==> src/rtl/led_pkg.sv <==
// Shared types for the LED pattern generator: pattern modes and bounce direction.
package led_pkg;

  typedef enum logic [1:0] {
    MODE_ROT_L  = 2'd0,
    MODE_ROT_R  = 2'd1,
    MODE_BOUNCE = 2'd2,
    MODE_FILL   = 2'd3
  } mode_e;

  typedef enum logic {
    DIR_LEFT  = 1'b0,
    DIR_RIGHT = 1'b1
  } dir_e;

endpackage

==> src/rtl/led_prescaler.sv <==
// Divides clk into a one-cycle step tick every DIV enabled cycles; count holds while paused.
module led_prescaler #(
  parameter int DIV = 5000000
) (
  input  logic clk,
  input  logic rst,
  input  logic en,
  output logic tick
);

  localparam int CNT_W = (DIV > 1) ? $clog2(DIV) : 1;
  localparam logic [CNT_W-1:0] LAST = CNT_W'(DIV - 1);

  logic [CNT_W-1:0] count;

  assign tick = en && (count == LAST);

  // NOTE: state registers use non-blocking assignments and reset asynchronously so the
  // reset value appears without waiting for a clock edge.
  always_ff @(posedge clk or negedge rst) begin
    if (!rst) begin
      count <= '0;
    end else if (en) begin
      count <= tick ? '0 : count + CNT_W'(1);
    end
  end

endmodule

==> src/rtl/led_pattern_gen.sv <==
// LED pattern generator: advances an N-bit rotate/bounce/Johnson pattern on each
// prescaler tick, or on a manual step while paused.
module led_pattern_gen
  import led_pkg::*;
#(
  parameter int N   = 16,
  parameter int DIV = 5000000
) (
  input  logic         clk,
  input  logic         rst,
  input  logic         en,
  input  logic [1:0]   mode,
  input  logic         step,
  output logic [N-1:0] led,
  output logic         tick_o
);

  localparam logic [N-1:0] LED_INIT = N'(1);

  logic         pre_tick;
  logic         adv;
  dir_e         dir, dir_n;
  mode_e        mode_q, mode_n;
  logic [N-1:0] led_n;

  led_prescaler #(.DIV(DIV)) u_prescaler (
    .clk  (clk),
    .rst  (rst),
    .en   (en),
    .tick (pre_tick)
  );

  assign adv = pre_tick | (step & ~en);

  // NOTE: every output of this block gets a default first so no latch is inferred.
  always_comb begin
    led_n  = led;
    dir_n  = dir;
    mode_n = mode_q;
    if (mode_e'(mode) != mode_q) begin
      // A mode change always reloads, so no mode ever sees another mode's leftovers.
      led_n  = LED_INIT;
      dir_n  = DIR_LEFT;
      mode_n = mode_e'(mode);
    end else begin
      case (mode_q)
        MODE_ROT_L: led_n = {led[N-2:0], led[N-1]};
        MODE_ROT_R: led_n = {led[0], led[N-1:1]};
        MODE_BOUNCE: begin
          if (dir == DIR_LEFT && led[N-1]) begin
            dir_n = DIR_RIGHT;
            led_n = led >> 1;
          end else if (dir == DIR_RIGHT && led[0]) begin
            dir_n = DIR_LEFT;
            led_n = led << 1;
          end else begin
            led_n = (dir == DIR_LEFT) ? (led << 1) : (led >> 1);
          end
        end
        MODE_FILL: led_n = {led[N-2:0], ~led[N-1]};
        default: led_n = LED_INIT;
      endcase
    end
  end

  always_ff @(posedge clk or negedge rst) begin
    if (!rst) begin
      led    <= LED_INIT;
      dir    <= DIR_LEFT;
      mode_q <= MODE_ROT_L;
      tick_o <= 1'b0;
    end else begin
      tick_o <= adv;
      if (adv) begin
        led    <= led_n;
        dir    <= dir_n;
        mode_q <= mode_n;
      end
    end
  end

endmodule
==> config.mk <==
export PLATFORM = sky130hd
export DESIGN_NAME = led_pattern_gen
export DESIGN_NICKNAME = d
export VERILOG_FILES = /design/src/rtl/led_pkg.sv /design/src/rtl/led_prescaler.sv /design/src/rtl/led_pattern_gen.sv
export SDC_FILE = /design/constraint.sdc
export NUM_CORES = 1
export LEC_CHECK = 0
export ABC_AREA = 1
export BUFFER_PORTS_ARGS = -buffer_cell sky130_fd_sc_hd__buf_2
export CORE_AREA = 4 4 90 92
export DETAILED_ROUTE_END_ITERATION = 7
export DIE_AREA = 0 0 94 96
export HOLD_SLACK_MARGIN = 0.03
export PLACE_DENSITY = 0.59
export REMOVE_ABC_BUFFERS = 1
export SLEW_MARGIN = 20
export SYNTH_ARGS = -nofsm -noshare
export SYNTH_HDL_FRONTEND = slang
export SYNTH_SLANG_ARGS = --single-unit
==> constraint.sdc <==
create_clock -name clk -period 2.17 [get_ports clk]
set_input_delay 0.217 -clock clk [delete_from_list [all_inputs] [get_ports clk]]
set_output_delay 0.217 -clock clk [all_outputs]
set_load 0.02 [all_outputs]
==> run summary <==
The setup path with the least slack is of type register to register. The tools report the number of clock sinks as 43. The count of boundary I/O pins was 23. For this configuration, the core starts out at a cell density of 37.81%. The floorplan step defined a core boundary enclosing 0.007214 mm^2. Net switching is 37.75% of the power.

The worst clock skew was 0.007560 ns; the final-stage net count was 451. Among all cell types in the netlist, the one instantiated most often is sky130_fd_sc_hd__nand2_1. The number of fillers in the final layout was 793. Data on the critical path is required at its endpoint by 2.36 ns. Sequential cells account for 49.1% of the total power. The finished cells cover 0.003024 mm^2.

The first global-routing pass estimated 11740 um of wire. In the synthesized netlist the dominant register cell turns out to be sky130_fd_sc_hd__dfrtp_1. TritonCTS built the clock tree.

Entering global routing, the biggest net connects 26 pins. For the initial antenna violation count, the log shows 0. Using the TritonRoute via totals, the vias-per-cell ratio works out to 4.857. The flow ran to the end, and the final reports show no timing, DRC or antenna violations. The via count of the first global-routing pass was 2546; the cell count of the worst reg-to-reg path was 8. From synthesis to final layout, the design area changed by 10.87%.

The completed layout was analyzed and its total power is 2.072 mW. In the final routed layout, each cell accounts on average for 12.07 um. Per report_power, the combinational group accounts for 26.2% of the total. At the later pin of the worst-skew pair, clock insertion delay measures 0.30 ns. The average instance in the mapped netlist occupies 6.479 um^2. The logs give 0.009024 mm^2 for the full die area and 0 for the post-cts gate resize count. The routed layout has 2642 vias. Timing would allow up to 0.5984 GHz. The leakage dissipation is 1.542 nW, and the maximum buffer depth of the clock tree is 2. Of the available clock period, the critical path in the final layout requires 77.00%. The logs give 2 for the H-tree depth and 1.290 mW for the total internal power.

The number of antenna diodes in the final layout is 0. Sorting the synthesized cells by area gives the leading types as sky130_fd_sc_hd__dfrtp_1 39%, sky130_fd_sc_hd__nand2_1 21%, sky130_fd_sc_hd__nand3_1 8.8%, sky130_fd_sc_hd__nor2_1 7.2%, sky130_fd_sc_hd__inv_1 6.7%. The proportion of power drawn by the clock network was 24.7%. The run gives 0.7824 mW as the switching power summed over all nets. The highest net fanout along the worst path was 15.

The slew at the pin closest to its max-slew limit works out to 0.5604 ns. For the total setup buffers inserted after CTS, the log shows 0. The total global-route track usage came out at 15.99%.

The buffer cell driving the clock tree root is sky130_fd_sc_hd__clkbuf_8. Setup violations remaining at the end of the flow were counted as 0. Setup repair after global routing left no endpoint under its margin. STA classifies the critical path startpoint as a register.

The congestion estimate from routability-driven global placement came to 0.9072. Summed over all instances, the cell type with the most area after synthesis is sky130_fd_sc_hd__dfrtp_1. The Yosys step of the flow raised 0 warnings. Sequential cells were found to cover 39.50% of the synthesized design area. The number of pins exceeding their max-slew limit in the final report is 0.

The number of hold violations in the final report is 0, and the width of the die is 94 um. The worst pin sits at a relative slew slack of 62.64%. For the signal arrival time at the worst endpoint, the log shows 1.86 ns. The y dimension of the die came out at 96 um.

The synthesized netlist contains 28 unique library cells. The run gives 0.4990 ns as the final critical-path setup slack. In the synthesized netlist, the number of instances is 421. TritonCTS created 5 clock buffers. The class of the tightest hold or removal check is primary input to register. After synthesis, the share of flip-flops with an asynchronous set or reset is 100.0%. The count of buffers added on input and output ports is 22. The cell area that synthesis handed to floorplanning was 0.002728 mm^2.

In this run the power density over the cells is 685.3 mW/mm^2. Once detailed placement completed, the half-perimeter wirelength came to 4887 um. The tools report the number of buffers added to fix hold violations after cts as 1. STA classifies the critical path endpoint as a register. The placed instances occupy a cell area of 0.002929 mm^2. In this run, the number of DRC markers left after iteration 0 of detailed routing was 111. The first TritonRoute pass finished after 4 iterations. The clock transition at the registers of the reported paths works out to 0.09 ns. The floorplan has 31 rows. By count the netlist is led by 151 x sky130_fd_sc_hd__nand2_1, 52 x sky130_fd_sc_hd__nor2_1, 49 x sky130_fd_sc_hd__inv_1, 48 x sky130_fd_sc_hd__nand3_1, 42 x sky130_fd_sc_hd__dfrtp_1. Cells with a size suffix above 1 make up 11.01% of the layout. The setup TNS after final layout was 0 ns.

The minimum period implied by the final worst setup slack is 1.671 ns. Across the run, the number of max-cap violations was 0. Hold path depth: 3.

OpenSTA, run right after detailed placement, puts the worst setup slack at 0.5180 ns. Synthesis inferred 43 register bits. In this run, synthesis inferred 0 flip-flops with an integrated enable. The logs give 0 for the leftover overflow at the end of global routing and 6568 um for the total wire length after detailed routing. The top cell type's share of synthesized area is 38.53%, and the post-route DRC violation count is 0.

The largest voltage drop on the vdd net was 0.3397 mV; the final antenna-violating net count was 0.
-- critical path, cell delays in order, from the launching register on --
cell                       delay (ns)
sky130_fd_sc_hd__dfrtp_1         0.46
sky130_fd_sc_hd__inv_2           0.10
sky130_fd_sc_hd__nand2_1         0.05
sky130_fd_sc_hd__nand3_1         0.16
sky130_fd_sc_hd__clkinv_1        0.40
sky130_fd_sc_hd__o21ai_0         0.22
sky130_fd_sc_hd__nand2_1         0.07
sky130_fd_sc_hd__nand2_1         0.06
sky130_fd_sc_hd__nand2_1         0.05
-- worst paths after layout --
check	end	startpoint	slack, ns
max	dir	mode_q[0]	0.50
min reg2reg	led[0]	led[0]	0.51
min	mode_q[1]	mode[1]	0.17
max reg2reg	dir	mode_q[0]	0.50
max in group asynchronous	led[0]	rst	1.14
min in group asynchronous	mode_q[0]	rst	0.45
-- cells in the final DEF, fill, tap and decap left out, drive strengths merged --
master | netlist | routed
clkbuf | 1 | 6
nor3 | 6 | 6
nand3 | 49 | 49
o211ai | 1 | 1
nand4 | 9 | 9
xnor2 | 2 | 2
nor2 | 58 | 58
o21ai | 20 | 20
clkinvlp | 0 | 1
clkinv | 2 | 3
inv | 55 | 55
nand2 | 154 | 154
o21bai | 2 | 2
dfrtp | 42 | 42
dlygate4sd3 | 0 | 1
and2 | 1 | 1
nand3b | 1 | 1
buf | 9 | 25
ha | 1 | 1
dfstp | 1 | 1
a21oi | 7 | 7
-- kinds of logic (layout without fill, tap and decap cells) --
group	count (synthesis)	in the layout	synth area share [%]
AO/OA/AOI/OAI	30	30	5.780
XOR/XNOR	2	2	0.6423
adder cells (fa/ha/maj)	1	1	0.4586
buffers and inverters	67	91	10.41
flip-flops	43	43	39.50
AND/OR/NAND/NOR	278	278	43.21
-- area by class of cell --
cell class	count	area, um^2	area share [%]
multi-input cells	311	1366	45.18
flip-flops and latches	43	1077	35.62
inverters	57	216.5	7.158
repair buffers	26	155.1	5.130
well taps	99	123.9	4.096
clock buffers	6	72.57	2.400
clock inverters	2	12.51	0.4137
-- routing by layer --
layer	vias to the layer above	track usage, %	wire length, um
met5	-	0	0
met4	0	4.693	125
met3	11	2.971	321
met2	64	26.85	3073
met1	1211	21.02	3047
li1	1356	-	-
-- per-stage QoR --
step | instances | utilization [%] | hold WS (ns)
final | 544 | 41.92 | 0.1660
after global routing | 544 | 41.92 | 0.1876
after CTS | 544 | 41.92 | 0.1556
after detailed placement | 535 | 40.60 | 0.2377
after global placement | 535 | 40.60 | 0.2383
after floorplan | 411 | - | -0.07859
-- flip-flops by register name, indices dropped and copies added (netlist names) --
register           count
u_prescaler.count     23
led                   16
mode_q                 2
dir                    1
tick_o                 1
-- power by group through the flow --
stage / registers, mW / clock network [mW] / logic, mW
2_1_floorplan: 1.02 / 0 / 0.391
3_3_place_gp: 1.03 / 0 / 0.538
3_5_place_dp: 1.03 / 0 / 0.544
4_1_cts: 1.02 / 0.534 / 0.547
5_1_grt: 1.04 / 0.561 / 0.629
6_report: 1.02 / 0.512 / 0.542
Note: power is estimated with default switching activity, not from simulation.
